==> src/rtl/mdu_pkg.sv <==
// Purpose: shared encodings for the multiply/divide unit (op codes, FSM states, counter sizing).
// Latency: n/a (declarations only).
// Backpressure: n/a.
package mdu_pkg;

    localparam int DEFAULT_WIDTH = 32;

    localparam logic [1:0] OP_MULT  = 2'b00;
    localparam logic [1:0] OP_MULTU = 2'b01;
    localparam logic [1:0] OP_DIV   = 2'b10;
    localparam logic [1:0] OP_DIVU  = 2'b11;

    typedef enum logic [1:0] {
        IDLE = 2'd0,
        CALC = 2'd1,
        FIX  = 2'd2
    } state_e;

    // Counter must hold the value WIDTH itself, hence WIDTH+1.
    function automatic int cnt_width(input int width);
        return $clog2(width + 1);
    endfunction

endpackage

==> src/rtl/mult_div_unit_iter_core.sv <==
// Purpose: one iteration of the magnitude datapath: shift-add multiply or restoring shift-subtract divide.
// Latency: purely combinational, zero cycles.
// Backpressure: none; the caller decides when to register the step.
// Ports: is_div selects divide; acc_hi/acc_lo are the current accumulator halves,
//        operand is |src_b|; next_hi/next_lo are the accumulator after one step.
module mdu_iter_core #(
    parameter int WIDTH = 32
) (
    input  logic             is_div,
    input  logic [WIDTH-1:0] acc_hi,
    input  logic [WIDTH-1:0] acc_lo,
    input  logic [WIDTH-1:0] operand,
    output logic [WIDTH-1:0] next_hi,
    output logic [WIDTH-1:0] next_lo
);

    logic [WIDTH:0] sum;
    logic [WIDTH:0] shifted;
    logic [WIDTH:0] diff;
    logic           fits;

    always_comb begin
        // Multiply: acc_lo holds the not-yet-consumed multiplier bits; the
        // extra sum bit catches the carry before the right shift.
        sum     = {1'b0, acc_hi} + {1'b0, (acc_lo[0] ? operand : {WIDTH{1'b0}})};
        // Divide: acc_hi is the partial remainder, acc_lo shifts the dividend
        // out the top while quotient bits enter at the bottom.
        shifted = {acc_hi, acc_lo[WIDTH-1]};
        diff    = shifted - {1'b0, operand};
        fits    = (shifted >= {1'b0, operand});

        next_hi = {sum[WIDTH:1]};
        next_lo = {sum[0], acc_lo[WIDTH-1:1]};
        if (is_div) begin
            next_hi = fits ? diff[WIDTH-1:0] : shifted[WIDTH-1:0];
            next_lo = {acc_lo[WIDTH-2:0], fits};
        end
    end

endmodule

==> src/rtl/mult_div_unit.sv <==
// Purpose: iterative MULT/MULTU/DIV/DIVU unit owning the architectural HI/LO registers.
// Latency: done WIDTH+1 cycles after accept (1 cycle for divide by zero); next start accepted in the done cycle.
// Backpressure: busy stalls the pipeline; start while busy is dropped, hilo_we while busy is ignored.
// Ports: start/op/src_a/src_b request an op; hilo_we/hilo_wdata implement MTHI/MTLO;
//        busy, done (1-cycle pulse), div_by_zero (valid with done, sticky) and hi/lo are outputs.
module mult_div_unit
    import mdu_pkg::*;
#(
    parameter int WIDTH = DEFAULT_WIDTH
) (
    input  logic             clk,
    input  logic             rst_n,
    input  logic             start,
    input  logic [1:0]       op,
    input  logic [WIDTH-1:0] src_a,
    input  logic [WIDTH-1:0] src_b,
    input  logic [1:0]       hilo_we,
    input  logic [WIDTH-1:0] hilo_wdata,
    output logic             busy,
    output logic             done,
    output logic             div_by_zero,
    output logic [WIDTH-1:0] hi,
    output logic [WIDTH-1:0] lo
);

    localparam int CW = cnt_width(WIDTH);

    state_e           state_q, state_d;
    logic [1:0]       op_q;
    logic             sign_a_q, sign_b_q, zero_div_q;
    logic [WIDTH-1:0] mag_b_q, acc_hi_q, acc_lo_q;
    logic [CW-1:0]    cnt_q;

    // Accept-side decode of the incoming request.
    logic             in_signed, in_div, in_zero_div;
    logic [WIDTH-1:0] in_mag_a, in_mag_b;

    assign in_signed   = (op == OP_MULT) || (op == OP_DIV);
    assign in_div      = (op == OP_DIV)  || (op == OP_DIVU);
    assign in_zero_div = in_div && (src_b == '0);
    // -0x80..0 wraps back to 0x80..0, which is the correct unsigned magnitude.
    assign in_mag_a    = (in_signed && src_a[WIDTH-1]) ? -src_a : src_a;
    assign in_mag_b    = (in_signed && src_b[WIDTH-1]) ? -src_b : src_b;

    logic [WIDTH-1:0] step_hi, step_lo;

    mdu_iter_core #(.WIDTH(WIDTH)) u_core (
        .is_div  (op_q[1]),
        .acc_hi  (acc_hi_q),
        .acc_lo  (acc_lo_q),
        .operand (mag_b_q),
        .next_hi (step_hi),
        .next_lo (step_lo)
    );

    // Sign fix-up applied on the FIX edge. sign_a_q/sign_b_q are already
    // zero for unsigned ops, so no op check is needed for the negations.
    logic             neg_res;
    logic [WIDTH-1:0] fix_hi, fix_lo;

    assign neg_res = sign_a_q ^ sign_b_q;

    always_comb begin
        fix_hi = acc_hi_q;
        fix_lo = acc_lo_q;
        if (zero_div_q) begin
            // acc_lo still holds |src_a|; rebuild the original rs value.
            fix_lo = '1;
            fix_hi = sign_a_q ? -acc_lo_q : acc_lo_q;
        end else if (!op_q[1]) begin
            if (neg_res) begin
                {fix_hi, fix_lo} = -{acc_hi_q, acc_lo_q};
            end
        end else begin
            if (neg_res) begin
                fix_lo = -acc_lo_q;
            end
            if (sign_a_q) begin
                fix_hi = -acc_hi_q;
            end
        end
    end

    always_comb begin
        state_d = state_q;
        busy    = 1'b0;
        case (state_q)
            IDLE: begin
                if (start) begin
                    state_d = in_zero_div ? FIX : CALC;
                end
            end
            CALC: begin
                busy = 1'b1;
                // Counter reaches 0 on this edge.
                if (cnt_q == CW'(1)) begin
                    state_d = FIX;
                end
            end
            FIX: begin
                busy    = 1'b1;
                state_d = IDLE;
            end
            default: state_d = IDLE;
        endcase
    end

    always_ff @(posedge clk or negedge rst_n) begin
        if (!rst_n) begin
            state_q     <= IDLE;
            op_q        <= OP_MULT;
            sign_a_q    <= 1'b0;
            sign_b_q    <= 1'b0;
            zero_div_q  <= 1'b0;
            mag_b_q     <= '0;
            acc_hi_q    <= '0;
            acc_lo_q    <= '0;
            cnt_q       <= '0;
            done        <= 1'b0;
            div_by_zero <= 1'b0;
            hi          <= '0;
            lo          <= '0;
        end else begin
            state_q <= state_d;
            done    <= (state_q == FIX);
            case (state_q)
                IDLE: begin
                    if (hilo_we[1]) begin
                        hi <= hilo_wdata;
                    end
                    if (hilo_we[0]) begin
                        lo <= hilo_wdata;
                    end
                    if (start || (hilo_we != 2'b00)) begin
                        div_by_zero <= 1'b0;
                    end
                    if (start) begin
                        op_q       <= op;
                        sign_a_q   <= in_signed & src_a[WIDTH-1];
                        sign_b_q   <= in_signed & src_b[WIDTH-1];
                        zero_div_q <= in_zero_div;
                        mag_b_q    <= in_mag_b;
                        acc_hi_q   <= '0;
                        acc_lo_q   <= in_mag_a;
                        cnt_q      <= CW'(WIDTH);
                    end
                end
                CALC: begin
                    acc_hi_q <= step_hi;
                    acc_lo_q <= step_lo;
                    cnt_q    <= cnt_q - CW'(1);
                end
                FIX: begin
                    hi          <= fix_hi;
                    lo          <= fix_lo;
                    div_by_zero <= zero_div_q;
                end
                default: ;
            endcase
        end
    end

endmodule
==> config.mk <==
export PLATFORM = sky130hd
export DESIGN_NAME = mult_div_unit
export DESIGN_NICKNAME = d
export VERILOG_FILES = /design/src/rtl/mdu_pkg.sv /design/src/rtl/mult_div_unit_iter_core.sv /design/src/rtl/mult_div_unit.sv
export SDC_FILE = /design/constraint.sdc
export NUM_CORES = 1
export LEC_CHECK = 0
export CAP_MARGIN = 20
export CORE_ASPECT_RATIO = 0.6
export CORE_MARGIN = 8
export CORE_UTILIZATION = 67
export CTS_BUF_LIST = sky130_fd_sc_hd__clkbuf_8
export DETAILED_ROUTE_END_ITERATION = 8
export DONT_BUFFER_PORTS = 1
export PLACE_DENSITY_LB_ADDON = 0.25
export SYNTH_ARGS = -nofsm -noshare
export SYNTH_HDL_FRONTEND = slang
export SYNTH_SLANG_ARGS = --single-unit
==> constraint.sdc <==
create_clock -name clk -period 3.8 [get_ports clk]
set_clock_uncertainty 0.1 [all_clocks]
set_input_delay 0.57 -clock clk [delete_from_list [all_inputs] [get_ports clk]]
set_output_delay 0.57 -clock clk [all_outputs]
set_load 0.02 [all_outputs]
==> reports/summary.txt, run 1 <==
Min Tclk post-route -> 3.769 ns
Worst Reg2Reg Path Length in Cells -> 14
Number of global-route vias before repair -> 13513
Worst path arrival time -> 4.02 ns
Reg clk slew, reported paths -> 0.10 ns
Root Buffer -> clkbuf_8
First-pass GRT wire length -> 79.41 mm
TritonRoute pass-1 iters -> 6
DR iter-0 viols -> 2158
Fmax -> 265.3 MHz
Seq cells post-synth -> 174
Post-synth top area cell -> dfrtp_1
Antenna diodes -> 0
Fin worst setup slack -> 0.03070 ns
Status -> complete, but fails checks
Final period util -> 0.9919
Fill cells -> 1727
Critical Path Fanout Max -> 11
Final setup violation count -> 0
GRT Util Overall -> 0.3624
Fin nets -> 2074
Ys Warns -> 0
Post-synth EDFFs -> 0
Placed Cells -> 2156
Crit path kind -> reg2reg
Clock buffer depth -> 2
Area of the multi-input gates -> 10120 um^2
Die Wd -> 209.8 um
Worst slew pin tran -> 0.9660 ns
Distinct cells, synth -> 75
Worst path required time -> 4.05 ns
P_leak -> 6.929 nW
Hold_ws -> -0.3441 ns
I/O Buffers -> 0
Most instantiated cells after synthesis -> nand2_1, o21ai_0, dfrtp_1, nor2_1, xnor2_1
Drt wl/cell -> 23.48 um
Most numerous cell in the Yosys netlist -> nand2_1
Die H -> 132.3 um
Ordered list of cells on the worst path -> inv_2 > buf_4 > nor2_1 > ha_1 > a21o_1 > a21o_1 > a21o_1 > a211oi_1 > o21ai_0 > a21oi_2 > nor4_1 > a2111oi_1 > xor2_1 > o221ai_1
Critical path capture point type -> flop
Total routed wirelength -> 51.54 mm
CTS Buf Count -> 17
Via Count -> 14859
# rows -> 42
Synth Instances -> 1928
Clk sinks -> 174
CP max stage delay -> 0.45 ns
Reg2reg end -> acc_hi_q[29]
Sequential area share after synthesis -> 0.2885
Ratio of cells with drive above 1 in the final layout -> 0.08015
Max-slew violation count -> 0
Worst-Skew Late Latency -> 0.52 ns
Post-route ant nets -> 0
Core area -> 22070 um^2
DPL Wire Length -> 39.75 mm
Area contributors post-synth -> dfrtp_1, xnor2_1, o21ai_0, nand2_1, ha_1
Die area -> 27740 um^2
Initial Util -> 0.6838
Syn Area/Cell -> 7.828 um^2
R2R Setup Slk -> 0.03 ns
Htree depth -> 4
R2R Path Start -> acc_lo_q[0]
Final GP Congestion -> 1.032
Register area -> 4357 um^2
Share of the synthesized area in the top cell type -> 0.2885
Startpoint types -> flop
Place WS -> -0.02530 ns
CTS tree -> yes
Synthesized Nets -> 2106
Io pins -> 170
PwrDens -> 1045 nW/um^2
Max transition margin -> 0.3545
Avg Vias per Cell -> 6.769
Final Hold Viols -> 174
Async SR Flop Fraction -> 1.000
Final Non-Filler Cells -> 2195
Worst VDD drop -> 0.5310 mV
Failing checks -> negative hold slack
Top_reg_cell synth -> dfrtp_1
Grt ovf -> 0
Initial antenna violation count -> 0
DRC Markers -> 0
Top cell by count, worst path -> a21o_1
Area Overhead vs Synth -> 6.400%
Slowest cell on the critical path -> dfrtp_1
Hold crit path type -> in2async
Max Cap Viol -> 0
Netlist Area Pre-Place -> 15090 um^2
Pin count of the biggest net entering global routing -> 175
-- area by class of cell --
class,count,area share
multi-input combinational,1562,0.6299
clock inverter,14,0.008804
tap,286,0.02228
inverter,65,0.01519
clock buffer,18,0.01543
sequential,174,0.2713
timing repair buffer,76,0.03709
-- cell families (layout without fill, tap and decap cells) --
family          after synthesis  in the layout  share of synthesized area
simple gates                609            609                     0.1852
compound gates              598            598                     0.2441
xor+xnor                    211            211                     0.1224
buf+inv                     192            173                    0.05032
flops                       174            174                     0.2885
fa+ha+maj                    75             75                    0.06317
mux                          69             69                    0.04626
-- worst max path at each step --
stage | start | endpoint | slack [ns] | depth (start not counted)
after floorplan | acc_lo_q[0] | acc_hi_q[29] | 0.35 | 14
after global placement | acc_hi_q[6] | acc_hi_q[22] | 0.04 | 11
after detailed placement | acc_lo_q[0] | acc_hi_q[29] | -0.03 | 13
after CTS | acc_lo_q[0] | acc_hi_q[29] | 0.03 | 14
after global routing | acc_lo_q[31] | acc_hi_q[26] | -0.03 | 14
final | acc_lo_q[0] | acc_hi_q[29] | 0.03 | 14
-- stage by stage --
stage	TNS (ns)	power (mW)	hold WS, ns	instance area (um^2)	utilization
floorplan	0	11.65	0.1744	15090	-
global placement	0	14.54	0.1785	15530	0.7039
detailed placement	-0.02530	14.78	0.1782	15530	0.7039
CTS	0	16.16	-0.3894	15930	0.7218
global route	-0.05812	17.87	-0.3735	16060	0.7276
finish	0	16.79	-0.3441	16060	0.7276
-- power by group --
part | internal, mW | total [mW] | switching (mW)
sequential | 2.70 | 4.11 | 1.41
clock | 0.603 | 1.37 | 0.762
combinational | 4.36 | 11.3 | 6.96
total | 7.66 | 16.8 | 9.13
-- what timing repair did --
action / CTS / global route
pin swaps: 0 / 11
resized for setup: 1 / 16
setup endpoints to repair: 1 / 23
endpoints found under the hold margin: 174 / 174
buffers inserted: 0 / 7
-- layout by cell type (no fill, tap or decap), types with 5 or more instances in the layout --
cell,synthesis,final
o21ai_1,44,43
a31oi_1,13,13
nand2b_1,23,23
o41ai_1,10,10
or3_1,23,23
a221o_1,5,5
inv_1,64,64
clkbuf_8,0,18
nor2_1,148,148
nor4_1,20,20
a221oi_1,8,7
a21oi_1,103,98
o211ai_1,17,17
xnor2_1,137,137
a22oi_1,23,23
o21ai_0,209,209
o22ai_1,35,35
o211a_1,6,6
o21bai_1,5,5
a21o_1,35,35
mux2i_1,63,63
nand4_1,8,8
ha_1,73,71
dfrtp_1,174,172
nor3_1,34,33
xor2_1,74,73
mux2_2,6,6
and2_1,9,9
nand3_1,20,20
o221ai_1,6,6
nand2_1,271,270
buf_4,3,74
o21a_1,7,6
nor2b_1,12,12
or4_1,13,13
o31ai_1,26,26
a211oi_1,14,14
-- flip-flops by register name, indices dropped and copies added (netlist names), 2 cells and up --
register and count:
lo 32, acc_hi_q 32, cnt_q 6, acc_lo_q 32, state_q 2, mag_b_q 32, hi 32
-- worst max-delay path, delay by kind of cell, from the launching register on --
kind / cells / cell delay, ns
adder cells (fa/ha/maj): 1 / 0.37
XOR/XNOR: 1 / 0.20
buffers and inverters: 2 / 0.38
flip-flops: 1 / 0.45
AND/OR/NAND/NOR: 2 / 0.15
AO/OA/AOI/OAI: 8 / 1.96
-- layer usage --
metal,GRT usage,wire [um],vias to the layer above
met4,0.06630,759,0
met1,0.5383,22360,6934
met5,0,0,-
li1,-,-,6795
met3,0.1778,9252,86
met2,0.4590,19160,1044
Power figures use the tool's default switching activity.
==> inputs of run 2 (changes only) <==
--- a/config.mk
+++ b/config.mk
@@ -8,7 +8,7 @@
 export CAP_MARGIN = 20
 export CORE_ASPECT_RATIO = 0.6
 export CORE_MARGIN = 8
-export CORE_UTILIZATION = 67
+export CORE_UTILIZATION = 55
 export CTS_BUF_LIST = sky130_fd_sc_hd__clkbuf_8
 export DETAILED_ROUTE_END_ITERATION = 8
 export DONT_BUFFER_PORTS = 1
==> run 2 against run 1 <==
The run still ends with negative hold slack left. Critical path depth is 5 lower. Fmax is 1.4% higher. Die area is 20% higher. Critical path type unchanged.
==> reports/summary.txt, run 2 (synthesis results as in run 1) <==
Post-route ant nets -> 0
First-pass GRT wire length -> 80.79 mm
Place WS -> 0.09134 ns
R2R Path Start -> acc_lo_q[18]
Critical Path Fanout Max -> 7
Max-slew violation count -> 0
DR iter-0 viols -> 2179
# rows -> 47
R2R Setup Slk -> 0.08 ns
Ratio of cells with drive above 1 in the final layout -> 0.08702
Hold crit path type -> in2async
Worst path required time -> 4.09 ns
TritonRoute pass-1 iters -> 6
I/O Buffers -> 0
Critical path buffer and inverter count -> 0
Startpoint types -> flop
Clk sinks -> 174
Max transition margin -> 0.2736
Fin nets -> 2084
Worst Reg2Reg Path Length in Cells -> 9
Final setup violation count -> 0
Fmax -> 268.9 MHz
Drt wl/cell -> 22.97 um
Die H -> 144.3 um
Post-route cell area -> 16230 um^2
Final period util -> 0.9785
P_leak -> 6.958 nW
Crit path depth -> 9
DRC Markers -> 0
Reg2reg end -> hi[5]
Initial Util -> 0.5531
Worst-Skew Late Latency -> 0.52 ns
Max Cap Viol -> 0
Delay-heaviest family, CP -> simple AND/OR/NAND/NOR gates
Initial antenna violation count -> 0
Worst slew pin tran -> 1.090 ns
Htree depth -> 4
Ordered list of cells on the worst path -> or4_1 > nor4_2 > nand4_1 > o21ai_4 > a31oi_1 > xnor2_1 > o21ai_0 > mux2i_1 > o21ai_0
Die Wd -> 229.9 um
Final Hold Viols -> 174
Antenna diodes -> 0
Avg Vias per Cell -> 6.484
Placed inst area -> 15750 um^2
Min Tclk post-route -> 3.718 ns
Hold_ws -> -0.3653 ns
CP Capture Point -> hi[5]
Final Non-Filler Cells -> 2286
Grt ovf -> 0
Core area -> 27290 um^2
PwrDens -> 1028 nW/um^2
CTS tree -> yes
Fin worst setup slack -> 0.08169 ns
CTS Buf Count -> 17
Status -> complete, but fails checks
Failing checks -> negative hold slack
GRT Util Overall -> 0.3127
Clock buffer depth -> 2
Placed Cells -> 2250
Critical path capture point type -> flop
Top cell by count, worst path -> o21ai_0
Commonest non-fill, non-tap cell in the layout -> nand2_1
CP max stage delay -> 0.77 ns
DPL Wire Length -> 40.80 mm
Root Buffer -> clkbuf_8
Commonest non-fill, non-tap cells in the layout -> nand2_1, o21ai_0, dfrtp_1
Reg clk slew, reported paths -> 0.11 ns
Tot Pwr -> 16.68 mW
Setup TNS -> 0 ns
Pin count of the biggest net entering global routing -> 175
Total routed wirelength -> 52.51 mm
Critical path origin -> acc_lo_q[18]
Worst path arrival time -> 4.01 ns
Worst VDD drop -> 0.4245 mV
Io pins -> 170
Finished Core Util -> 0.5949
Crit path kind -> reg2reg
Slowest cell on the critical path -> or4_1
Die area -> 33170 um^2
Area Overhead vs Synth -> 7.552%
Final GP Congestion -> 1.007
Via Count -> 14823
Number of global-route vias before repair -> 13413
-- run 2: cell types whose count changed in the layout (fill, tap and decap cells not counted), sizes merged --
cell      change
buf          +10
bufinv        -2
clkbuf        -1
clkinvlp      +1
inv           +2
-- run 2: final cells by class --
| type | instances | area (um^2) |
|---|---|---|
| tap | 367 | 459.2 |
| sequential | 174 | 4357 |
| clock inverter | 15 | 146.4 |
| timing repair buffer | 86 | 683.2 |
| clock buffer | 17 | 234.0 |
| inverter | 65 | 244.0 |
| fill | 2512 | 11050 |
| multi-input combinational | 1562 | 10110 |
-- run 2: worst min-delay path by stage --
stage	endpoint	cells after the start	slack, ns
finish	acc_lo_q[11]	0	-0.37
global route	acc_lo_q[15]	0	-0.40
CTS	acc_lo_q[15]	0	-0.41
detailed placement	acc_lo_q[15]	0	0.18
global placement	acc_lo_q[12]	0	0.18
floorplan	acc_hi_q[0]	0	0.17
-- run 2: worst reg2reg max path: stages, from the launching register on --
cell	delay, ns
dfrtp_1	0.39
or4_1	0.77
nor4_2	0.44
nand4_1	0.40
o21ai_4	0.36
a31oi_1	0.14
xnor2_1	0.20
o21ai_0	0.13
mux2i_1	0.53
o21ai_0	0.15
-- run 2: what timing repair did --
action / in CTS / in global routing
setup buffers: 0 / 4
resized for setup: 0 / 17
hold endpoints to repair: 174 / 174
endpoints found under the setup margin: 0 / 27
-- run 2: layer usage --
| metal | global-route usage | wire [um] | vias up |
|---|---|---|---|
| met1 | 0.4952 | 25120 | 7111 |
| met4 | 0.06047 | 638 | 0 |
| li1 | - | - | 6814 |
| met5 | 0 | 0 | - |
| met3 | 0.09502 | 7233 | 67 |
| met2 | 0.4004 | 19510 | 831 |
-- run 2: where the power goes --
part	leakage, nW	internal, mW	total (mW)	switching, mW
combinational	4.60	4.39	11.3	6.90
clock	0.188	0.485	1.34	0.850
sequential	2.17	2.70	4.06	1.36
